==> config.mk <==
export PLATFORM = sky130hd
export DESIGN_NAME = signal_separation
export DESIGN_NICKNAME = d
export VERILOG_FILES = /design/src/rtl/signal_separation.sv
export SDC_FILE = /design/constraint.sdc
export NUM_CORES = 1
export LEC_CHECK = 0
export CAP_MARGIN = 40
export CORE_MARGIN = 2
export CORE_UTILIZATION = 60
export DETAILED_ROUTE_END_ITERATION = 16
export GPL_ROUTABILITY_DRIVEN = 0
export PLACE_DENSITY = 0.79
export SYNTH_ARGS = -nofsm -noshare
export SYNTH_HDL_FRONTEND = slang
export SYNTH_SLANG_ARGS = --single-unit
==> constraint.sdc <==
create_clock -name clk -period 6.9 [get_ports clk]
set_clock_uncertainty 0.05 [all_clocks]
set_input_delay 1.725 -clock clk [delete_from_list [all_inputs] [get_ports clk]]
set_output_delay 1.725 -clock clk [all_outputs]
set_load 0.05 [all_outputs]
==> src/rtl/signal_separation.sv <==
// Two-band splitter: a 10-tap boxcar low band and a delay-matched high band.
// The ADC clock is only used as a strobe that is sampled in the clk domain.
module signal_separation (
  input  logic       clk,
  input  logic       rst_n,
  input  logic [7:0] adc_data,
  input  logic       adc_clk,
  output logic [7:0] low_freq_out,
  output logic [7:0] high_freq_out
);

  logic              d1_q, d2_q;
  logic              strobe;
  logic              upd_q;
  logic [7:0]        tap_q [10];
  logic [11:0]       sum_q, sum_d;
  logic [19:0]       prod;
  logic [7:0]        lp;
  logic [8:0]        ref_sum;
  logic [7:0]        ref_v;
  logic signed [9:0] diff;
  logic signed [9:0] hp_wide;
  logic [7:0]        hp;
  logic [7:0]        low_q, high_q;

  assign strobe = d1_q & ~d2_q;

  always_comb begin
    sum_d   = sum_q + {4'b0000, adc_data} - {4'b0000, tap_q[9]};
    // 205/2048 ~= 1/10; the product never exceeds 19 bits.
    prod    = {8'h00, sum_q} * 20'd205;
    lp      = prod[18:11];
    // Mean of taps 4 and 5 gives the 4.5-sample delay of the boxcar.
    ref_sum = {1'b0, tap_q[4]} + {1'b0, tap_q[5]};
    ref_v   = ref_sum[8:1];
    diff    = $signed({2'b00, ref_v}) - $signed({2'b00, lp});
    hp_wide = diff + 10'sd128;
    if (hp_wide[9]) begin
      hp = 8'h00;
    end else if (hp_wide[8]) begin
      hp = 8'hff;
    end else begin
      hp = hp_wide[7:0];
    end
  end

  always_ff @(posedge clk) begin
    if (rst_n) begin
      d1_q   <= 1'b0;
      d2_q   <= 1'b0;
      upd_q  <= 1'b0;
      sum_q  <= '0;
      low_q  <= 8'h00;
      high_q <= 8'h80;
      for (int k = 0; k < 10; k++) begin
        tap_q[k] <= '0;
      end
    end else begin
      d1_q  <= adc_clk;
      d2_q  <= d1_q;
      upd_q <= strobe;
      if (strobe) begin
        tap_q[0] <= adc_data;
        for (int k = 1; k < 10; k++) begin
          tap_q[k] <= tap_q[k-1];
        end
        sum_q <= sum_d;
      end
      // Outputs follow one cycle later so they see the post-shift state.
      if (upd_q) begin
        low_q  <= lp;
        high_q <= hp;
      end
    end
  end

  assign low_freq_out  = low_q;
  assign high_freq_out = high_q;

endmodule

=== Word level (Yosys, flattened, before mapping) ===
Memory sizes are Yosys's and may differ from the RTL's.
Index checks and enable logic that the tools add are counted.

* Bits in registers: 31
* Memory bits (writable): 80
* Bits of input ports: 11
* Output and inout port bits: 16
* Word-level logic and storage cells: 42
* Memories: 1

{| class="wikitable"
|+ Memories
! memory !! words !! bits a word !! rd ports !! clocked after Yosys merged registers in !! write ports !! line !! RTL
|-
| tap_q || 10 || 8 || 10 || 0 || 10 || 15 || <nowiki>logic [7:0] tap_q [10];</nowiki>
|}

* Add/subtract/negate cells: 5
* $mul: 1
* Muxes and demuxes: 17
* Bitwise operators: 12

{| class="wikitable"
|+ Operators with widths
! operator !! number
|-
| 8-bit two-way mux || 12
|-
| 12-bit by 8-bit multiplier with 19-bit output, second input constant || 1
|-
| 12-bit by 8-bit adder with 12-bit output || 1
|-
| 12-bit by 8-bit subtractor with 12-bit output || 1
|-
| 9-bit by 9-bit adder with 10-bit output, second input constant || 1
|-
| 1-bit bitwise OR || 10
|-
| 8-bit by 8-bit adder with 9-bit output || 1
|-
| 8-bit by 8-bit subtractor with 9-bit output || 1
|-
| 1-bit two-way mux || 5
|-
| 1-bit AND || 1
|-
| 1-bit inverter || 1
|}

=== Depth between registers and ports, before layout ===
* Word-level depth: 6
* Gate-level depth with buffers: 27
* Depth with buffers taken out: 27

=== Worst setup path before layout ===
OpenSTA, ideal clock, no wires.

* Kind: reg2reg
* From: register sum_q[9]
* To: register high_q[6] (netlist: high_freq_out[6])
* Data arrival time: 5690 ps
* Required time: 6776 ps
* Slack: 1086 ps
* Stages on the path, launching flop included: 26
* Clock period less this slack: 5814 ps
* Path through: dfxtp_1 inv_1 ha_1 fa_1 inv_1 fa_1 inv_1 fa_1 inv_1 ha_1 a21oi_1 and2_2 a221o_2 and2_2 xnor2_1 ha_1 inv_1 o21ai_0 a21o_1 a21oi_1 o21ai_0 xnor2_1 ha_1 nor4_1 a31oi_1 o21ai_0

* Cells in the longest elaborated chain, start to end: 5

{| class="wikitable"
|+ Ends and longest elaborated chain
! what !! line !! RTL
|-
| from (decl) || 16 || <nowiki>logic [11:0] sum_q, sum_d;</nowiki>
|-
| from (signal assigned) || 67 || <nowiki>sum_q <= sum_d;</nowiki>
|-
| 12-bit by 8-bit multiplier with 19-bit output * || 31 || <nowiki>prod = {8'h00, sum_q} * 20'd205;</nowiki>
|-
| 8-bit by 8-bit subtractor with 9-bit output * || 36 || <nowiki>diff = $signed({2'b00, ref_v}) - $signed({2'b00, lp});</nowiki>
|-
| 9-bit by 9-bit adder with 10-bit output * || 37 || <nowiki>hp_wide = diff + 10'sd128;</nowiki>
|-
| 8-bit two-way mux || 40 || <nowiki>end else if (hp_wide[8]) begin</nowiki>
|-
| 8-bit two-way mux * || 38 || <nowiki>if (hp_wide[9]) begin</nowiki>
|-
| to (signal assigned) || 72 || <nowiki>high_q <= hp;</nowiki>
|-
| to (decl) || 24 || <nowiki>logic [7:0] low_q, high_q;</nowiki>
|}

Mark *: on every way between the ends. The rest lies on a longest branch, timed or not.
A chain may end at the register's enable or synchronous reset.

=== Final worst setup path ===
Ends and elaborated chain as after synthesis.

==> results.toml <==
[synthesis]
synthSimpleGateAreaFrac = 0.1151
async_reset_ff_frac = 0
synth_top_cell_area_share = 0.3463
ys_seq_elements = 111
yosysUniqueCellTypes = 49
synthCells = 631
synth_compound_area_frac = 0.1003
synth-xor-area-share = 0.03535
ys_seq_area_frac = 0.4357
synth_top_family_by_area = "adder cells"
synth.area.top_cells = "edfxtp_1 35%, ha_1 15%, dfxtp_1 8.9%"
synthesis.nets = 756
yosysWarningCount = 0
synth_edf_count = 80
synth_ff_type = "edfxtp_1"
synthAdderAreaFrac = 0.2391
yosysTopAreaCell = "edfxtp_1"
syn_area_um2 = 6938
synthMuxAreaShare = 0.005771
syn_avg_cell_area_um2 = 11.00

[finish]
layout_common_cells = "110 x inv_1, 83 x ha_1, 80 x edfxtp_1, 74 x and2_1"
fin_nets = 781
post_route_cells_drive_above_1_share = 0.04697
fillerInstances = 835
final_common_cell = "inv_1"
syn_to_final_growth_pct = 9.883
antenna_cells = 0

[grt]
grt_pass1_vias = 4451
overflow = 0
grt_pass1_wl_um = 20650
antenna_found_initial = 0
grt.total_usage = 0.2087
grt_start_max_net_pins = 79

[die]
num_rows = 39
die_h_um = 111.5
start_util = 0.6102
core_um2 = 11370
num_io_pins = 27
fp.dieArea_um2 = 12440
die_x_um = 111.5

[outcome]
outcome = "finished, final reports clean"

[critical_path]
arrival_ns = 6.67
crit_fanout = 6
critPathKind = "flop to flop"
crit_required_ns = 7.12
worstSetupStartpointType = "flop"
endpoint_kind = "flop"

[routing]
route.met3.wl_um = 447
vias = 4429
routed_wl_um = 12330
drt_pre_antenna_iters = 5
first_iter_violations = 198
drc = 0
top_layer = "met4"
routed-wl-met2_um = 6071
wire_per_inst_um = 15.36
vias_per_cell = 5.516
antenna_left = 0
m1WireLength_um = 5484

[pwr]
sequentialPowerShare = 0.352
ir_worst_vdd_mv = 0.1867
power-per-cell-area_nw_per_um2 = 299.8
p_total_mw = 2.285
combPwrFrac = 0.442
swShare = 0.3780
clockPowerShare = 0.205
p_int_mw = 1.422
p_leak_nw = 3.515
switchingPower_mw = 0.8638

[clock_network]
clk_pin_slew_ns = 0.07
post_cts_resized = 0
cts_max_level = 3
hold_buffers = 0
clockBufferDepth = 2
clockRootBuffer = "clkbuf_16"
cts_tree = "built"
numCtsBuffers = 9
postCtsSetupBuffers = 0
clkLatencyLatePin_ns = 0.35
cts_sinks = 111

[run]
max_cap_viol_count = 0

[worst_hold_path]
hp-class = "flop to flop"

[timing]
tns_ns = 0
period_needed_ns = 6.452
finalHoldViolCount = 0
finalWorstSetupSlack_ns = 0.4476
drv_slew = 0
finalCritPeriodShare = 0.9351
rsz0062_at_grt = "false"
tightest_slew_ns = 0.7905
hold-worst-slack_ns = 0.4130
setup_viol = 0
fmax_mhz = 155.0
max_slew_margin = 0.4674

[placement]
dpl.hpwl_um = 9290
place.port_buffers = 26
place_ws_ns = 0.5098
## per-layer routing
layer	vias to the layer above	GRT usage
li1	2176	-
met1	2145	0.2756
met2	86	0.3537
met3	22	0.02395
met4	0	0.08642
met5	-	0
## power by group through the flow
stage | Clock, mW | Sequential [mW] | Combinational [mW]
2_1_floorplan | 0 | 0.865 | 0.721
4_1_cts | 0.482 | 0.805 | 1.02
5_1_grt | 0.505 | 0.812 | 1.14
3_5_place_dp | 0 | 0.819 | 1.01
6_report | 0.469 | 0.805 | 1.01
3_3_place_gp | 0 | 0.817 | 0.966
## through the flow
step           cells  utilization  instance area, um^2
2_1_floorplan    631            -                 6938
3_3_place_gp     787       0.6454                 7338
3_5_place_dp     788       0.6472                 7358
4_1_cts          803       0.6705                 7624
5_1_grt          803       0.6705                 7624
6_report         803       0.6705                 7624
## synth_stat cells, types with 2 or more instances
library cell,count
a2111oi_2,2
a211oi_1,6
a21o_1,8
a21oi_1,26
a31oi_1,3
a32o_1,2
and2_1,74
and2_2,2
and3_1,3
clkbuf_1,15
dfxtp_1,31
edfxtp_1,80
fa_1,31
ha_1,83
inv_1,111
mux2i_1,4
nand2_1,20
nand4_1,2
nor2_1,30
nor2b_1,3
nor3_1,6
nor4_1,2
o211ai_1,2
o21a_1,6
o21ai_0,12
o21ai_1,3
o21bai_1,7
o22ai_1,7
o32ai_1,2
or3_1,3
xnor2_1,19
xor2_1,9
## kinds of logic after synthesis
kind of cell	count (synthesis)
mux	4
compound gates	99
buf+inv	127
xor+xnor	28
fa+ha+maj	114
simple gates	148
flops	111
## critical path, stage by stage (launching register included)
cell     delay [ns]
dfxtp_1        0.43
inv_1          0.09
ha_1           0.34
fa_1           0.55
inv_1          0.05
fa_1           0.53
inv_1          0.05
fa_1           0.55
inv_1          0.05
ha_1           0.33
a21oi_1        0.11
and2_2         0.20
a221o_2        0.39
and2_2         0.24
xnor2_1        0.31
ha_1           0.33
inv_1          0.06
o21ai_0        0.12
a21o_1         0.20
a21oi_1        0.20
o21ai_0        0.17
xnor2_1        0.16
ha_1           0.35
nor4_1         0.36
a31oi_1        0.08
o21ai_0        0.09
## final timing paths
path | from | end | slack [ns] | depth (start not counted)
worst max-delay path | sum_q[9]$_SDFFE_PP0P_ | high_freq_out[6]$_SDFFE_PP0P_ | 0.45 | 25
worst min-delay path | low_freq_out[3]$_SDFFE_PP0P_ | low_freq_out[3]$_SDFFE_PP0P_ | 0.41 | 2
worst max register to register | sum_q[9]$_SDFFE_PP0P_ | high_freq_out[6]$_SDFFE_PP0P_ | 0.45 | 25
worst min register to register | low_freq_out[3]$_SDFFE_PP0P_ | low_freq_out[3]$_SDFFE_PP0P_ | 0.41 | 2
## state kept, by name (all words and copies together), names as in the netlist
name and count:
tap_q 80, sum_q 12, high_freq_out 8, low_freq_out 8
d1_q 1, d2_q 1, upd_q 1
## cell type report
type	instances	area (um^2)	area share
flip-flops and latches	111	3023	0.3965
well taps	143	178.9	0.02347
repair buffers	29	295.3	0.03873
inverters	112	421.7	0.05531
clock inverters	4	32.53	0.004267
clock buffers	11	232.7	0.03053
multi-input cells	393	3440	0.4512
Power figures use the tool's default switching activity.
==> RTL edit 1 (same settings) <==
Register the output `high_freq_out` once more, without a reset; this adds one clock of latency there. The other outputs are not delayed to match.
--- a/src/rtl/signal_separation.sv
+++ b/src/rtl/signal_separation.sv
@@ -75,7 +75,9 @@
   end
 
   assign low_freq_out  = low_q;
-  assign high_freq_out = high_q;
+  always_ff @(posedge clk) begin
+    high_freq_out <= high_q;
+  end
 
 endmodule
 
Check against the original RTL: not equivalent (Yosys sat finds a counterexample within 4 cycles, from zero or initial values and one cycle with rst_n high).
==> RTL edit 1 against the unedited design <==
- cell area rose by 5.9%
- total power rose by 18%
- routed wire length rose by 3.3%
- worst setup slack got worse by 0.025 ns
- area after synthesis rose by 2.1%
- sequential cell count rose by 8
- combinational power barely moved
- sequential share of layout area fell by 0.22 points
- synthesized cell count rose by 1.4%
- largest cell class unchanged
- largest power group unchanged
- highest routed layer unchanged
==> RTL edit 1: results (changes against the unedited design) <==
status:
  run_status: "finished clean"
setup_path:
  worstPathArrival_ns: 6.75  # +0.08 ns
power_and_ir_drop:
  vdd_ir_drop_max_mv: 0.222  # +19%
  leakage_uw: 0.00372  # +5.9%
  p_switching_uw: 947  # +9.6%
layout:
  fin_nets: 798  # +2.2%
  drive_gt1_share_pct: 5.84  # +1.1 points
detailed_routing:
  drtPass1Iterations: 4  # -1
  drt-met1-wl_um: 5770  # +5.1%
  met3_length_um: 437  # -2.2%
  wl_met2_um: 6400  # +5.5%
  drtIter0Drc: 226  # +14%
  wl_per_cell_um: 15.4  # +0.16%
synthesis:
  synth_top_cells_by_area: "edfxtp_1 (34%), ha_1 (15%), dfxtp_1 (11%), fa_1 (8.8%), and2_1 (6.5%)"
  synthTopCellsByCount: "inv_1 (112), ha_1 (83), edfxtp_1 (80)"
  synthDistinctLibCells: 51  # +4.1%
  synth_xor_area_share_pct: 3.34  # -0.20 points
  synth.mux.area_fraction_pct: 0.442  # -0.14 points
  synth_compound_area_share_pct: 9.64  # -0.38 points
cts:
  htree_levels: 4  # +1
  insertion_delay_ns: 0.40  # +0.05 ns
  numCtsBuffers: 17  # +8
timing:
  whs_ns: 0.300  # -0.113 ns
  relSlewSlack_pct: 55.9  # +9.1 points
global_route:
  grt_pass1_wl_um: 21400  # +3.7%
  track_usage_pct: 21.4  # +0.56 points
  grt_pass1_vias: 4551  # +2.2%
placed_design:
  dp_hpwl_um: 9180  # -1.2%
==> RTL edit 1: final cells by class <==
class,count,area [sq um]
clock buffers,18,429
inverters,113,425
fillers,785,3390
well taps,143,179
clock inverters,13,133
flip-flops and latches,119,3180
multi-input cells,393,3420
repair buffers,29,303
==> RTL edit 1: final timing paths <==
path	start	end	depth (start not counted)
setup / recovery	sum_q[9]	high_q[5]	24
hold / removal	high_q[2]	high_freq_out[2]	0
setup reg to reg	sum_q[9]	high_q[5]	24
hold reg to reg	high_q[2]	high_freq_out[2]	0
==> RTL edit 1: power by group through the flow <==
stage | sequential (uW) | combinational (uW) | clock [uW]
final | 865 | 1010 | 828
after global routing | 873 | 1140 | 869
after detailed placement | 879 | 992 | 0
after floorplan | 922 | 716 | 0
after global placement | 878 | 959 | 0
after CTS | 866 | 1010 | 841
==> RTL edit 1: per-stage QoR <==
stage          total power [uW]  setup WS (ns)  instance area [sq um]  std cells
3_3_place_gp               1840          0.714                   7480        796
6_report                   2710          0.423                   8070        828
5_1_grt                    2890         0.0145                   8070        828
2_1_floorplan              1640          0.966                   7080        640
3_5_place_dp               1870          0.455                   7510        797
4_1_cts                    2720          0.432                   8070        828
==> RTL edit 1: logic make-up after synthesis <==
kind of cell,Yosys count
AO/OA/AOI/OAI,99
XOR/XNOR,27
adder cells (fa/ha/maj),114
buffers and inverters,128
flip-flops,119
multiplexers,3
AND/OR/NAND/NOR,150
==> RTL edit 1: worst reg2reg max path, delay by kind of cell, from the launching register on <==
family / cells / cell delay (ns)
buffers and inverters: 4 / 0.22
AOI/OAI and AO/OA: 10 / 1.67
DFF: 1 / 0.40
and+or+nand+nor: 3 / 0.98
adders and majority gates: 7 / 3.05
==> RTL edit 1: layer usage <==
layer  global-route usage, %  up-vias
met5                       0        -
met4                    7.07        0
met3                    4.48        9
met2                    35.6       70
met1                    28.2     2209
li1                        -     2227
==> RTL edit 2 (same flow settings) <==
Without the edit above. Make the reset (`rst_n`) asynchronous in one clocked block.
--- a/src/rtl/signal_separation.sv
+++ b/src/rtl/signal_separation.sv
@@ -44,7 +44,7 @@
     end
   end
 
-  always_ff @(posedge clk) begin
+  always_ff @(posedge clk or posedge rst_n) begin
     if (rst_n) begin
       d1_q   <= 1'b0;
       d2_q   <= 1'b0;
Function: differs if rst_n is asserted again (counterexample within 4 cycles, from zero or initial values and one cycle with rst_n high); with rst_n held inactive, the same outputs for 10 cycles.
==> RTL edit 2 against the unedited design <==
- cell area up 3.2%
- worst hold slack worse by 0.015 ns
- cell count rose by 22%
- highest routed layer unchanged
- worst setup slack gained 0.35 ns
- sequential cell count unchanged
- area after synthesis rose by 3.8%
- global-route usage is 3.7 points higher
- critical path depth down 3
- count of clock-buffer cells in the layout did not move
- synthesized cell count is 28% higher
- routed wire length up 18%
Power is left out: the tool's default activity adds up to more than one toggle a clock period on the data nets, which glitch-free logic cannot reach.
==> RTL edit 2: results (changes against the unedited design) <==
cts:
  path_clk_slew_ns: 0.07  # about the same
  clk_path_buf_depth: 2  # unchanged
  post_cts_buffers: 0  # unchanged
  insertion_delay_ns: 0.36
  numCtsBuffers: 9  # unchanged
  cts_resized: 0  # unchanged
  root_buffer: "clkbuf_16"
  htree_levels: 3  # unchanged
synthesis:
  synthAdderAreaFrac_pct: 23.0  # -0.87 points
  synthArstFlopShare_pct: 100  # +100 points
  synth_xor_area_share_pct: 3.77  # +0.24 points
  yosysWarnings: 0  # unchanged
  synth_compound_area_share_pct: 10.3  # +0.26 points
  yosysSeqAreaShare_pct: 38.6  # -5.0 points
  synth.mux.area_fraction_pct: 0.469  # -0.11 points
  synthDistinctLibCells: 52  # +6.1%
  synth_nets: 935  # +24%
  synth_edf_count: 0  # -100%
  ys.flop_type: "dfrtp_1"
  synthTopCellsByCount: "nand2_1 (259), dfrtp_1 (110), inv_1 (105)"
  synth_top_cells_by_area: "dfrtp_1 (38%), ha_1 (14%), nand2_1 (14%), fa_1 (8.6%), inv_1 (5.5%)"
layout:
  num_antenna_cells: 0  # unchanged
  top_regs: "tap_q: 80 flops, sum_q: 12 flops"
  drive_gt1_share_pct: 3.86  # -0.84 points
  fin_nets: 950  # +22%
  fillerInstances: 933  # +12%
setup_path:
  critical-path-top-delay-family: "adder cells"
  worstPathArrival_ns: 6.30  # -0.37 ns
  cp_slowest_stage_delay_ns: 0.54
  crit_fanout: 8  # +2
  worst_path_max_delay_cell: "fa_1"
timing:
  relSlewSlack_pct: 52.6  # +5.9 points
global_route:
  grt_pass1_wl_um: 25400  # +23%
  antenna_found_initial: 0  # unchanged
  grt_pass1_vias: 5589  # +26%
  track_usage_pct: 24.5  # +3.7 points
  grt_max_degree: 68  # -14%
placed_design:
  portBuffers: 26  # unchanged
  dp_hpwl_um: 11000  # +18%
status:
  run_status: "finished clean"
detailed_routing:
  drtIter0Drc: 345  # +74%
  routed_via_density: 5.54  # +0.40%
  drtPass1Iterations: 11  # +6
  wl_per_cell_um: 14.9  # -2.7%
worst_hold_path:
  hold_class: "reg -> reg"
[RTL edit 2: cell count changes after synthesis, sizes merged, moves of 6 or more]
cell and change:
clkbuf +6, a21o +6, nand3 +6, dfrtp +110, o21ai +22, edfxtp -80, dfxtp -31, and2 -75
nor2 -17, nand2 +239
[RTL edit 2: layout make-up]
| cell class | count | area share [%] |
|---|---|---|
| sequential | 111 | 35.3 |
| clock inverter | 5 | 0.493 |
| timing repair buffer | 29 | 3.85 |
| clock buffer | 11 | 3.09 |
| tap | 147 | 2.34 |
| multi-input combinational | 568 | 49.8 |
| inverter | 106 | 5.09 |
[RTL edit 2: cell families after synthesis]
kind of cell | Yosys count
DFF | 111
xor gates and xnor gates | 31
muxes | 3
buffers and inverters | 131
AOI/OAI and AO/OA | 119
adders and majority gates | 114
and+or+nand+nor | 301
[RTL edit 2: final timing paths]
path	end	slack, ns	cells after the start	from
max	high_freq_out[0]	0.80	22	sum_q[8]
max reg2reg	high_freq_out[0]	0.80	22	sum_q[8]
max in group asynchronous	sum_q[7]	3.85	3	rst_n
min	d2_q	0.40	0	d1_q
min reg2reg	d2_q	0.40	0	d1_q
min in group asynchronous	low_freq_out[7]	1.79	2	rst_n
[RTL edit 2: routing by layer]
metal,vias to the layer above,track usage [%],wire length [um],part of all wire [%]
met2,133,41.6,7250,50
met5,-,0,0,0
li1,2623,-,-,-
met4,0,9.02,409,2.8
met3,33,4.57,509,3.5
met1,2621,31.7,6420,44
[RTL edit 2: metrics by stage]
stage / cell area, sq um / hold slack (ns) / worst slack (ns) / util (%) / cells
detailed placement: 7580 / 0.379 / 0.837 / 63.9 / 961
CTS: 7860 / 0.395 / 0.844 / 66.3 / 977
global route: 7860 / 0.412 / 0.436 / 66.3 / 977
floorplan: 7200 / 0.305 / 1.32 / - / 810
finish: 7860 / 0.397 / 0.795 / 66.3 / 977
global placement: 7550 / 0.370 / 1.18 / 63.7 / 960
[RTL edit 2: worst register-to-register path, delay by kind of cell (launching register included)]
family	cells	cell delay (ns)
AOI/OAI and AO/OA	8	1.54
adders and majority gates	7	2.99
xor gates and xnor gates	2	0.45
DFF	1	0.46
buffers and inverters	4	0.23
muxes	1	0.26
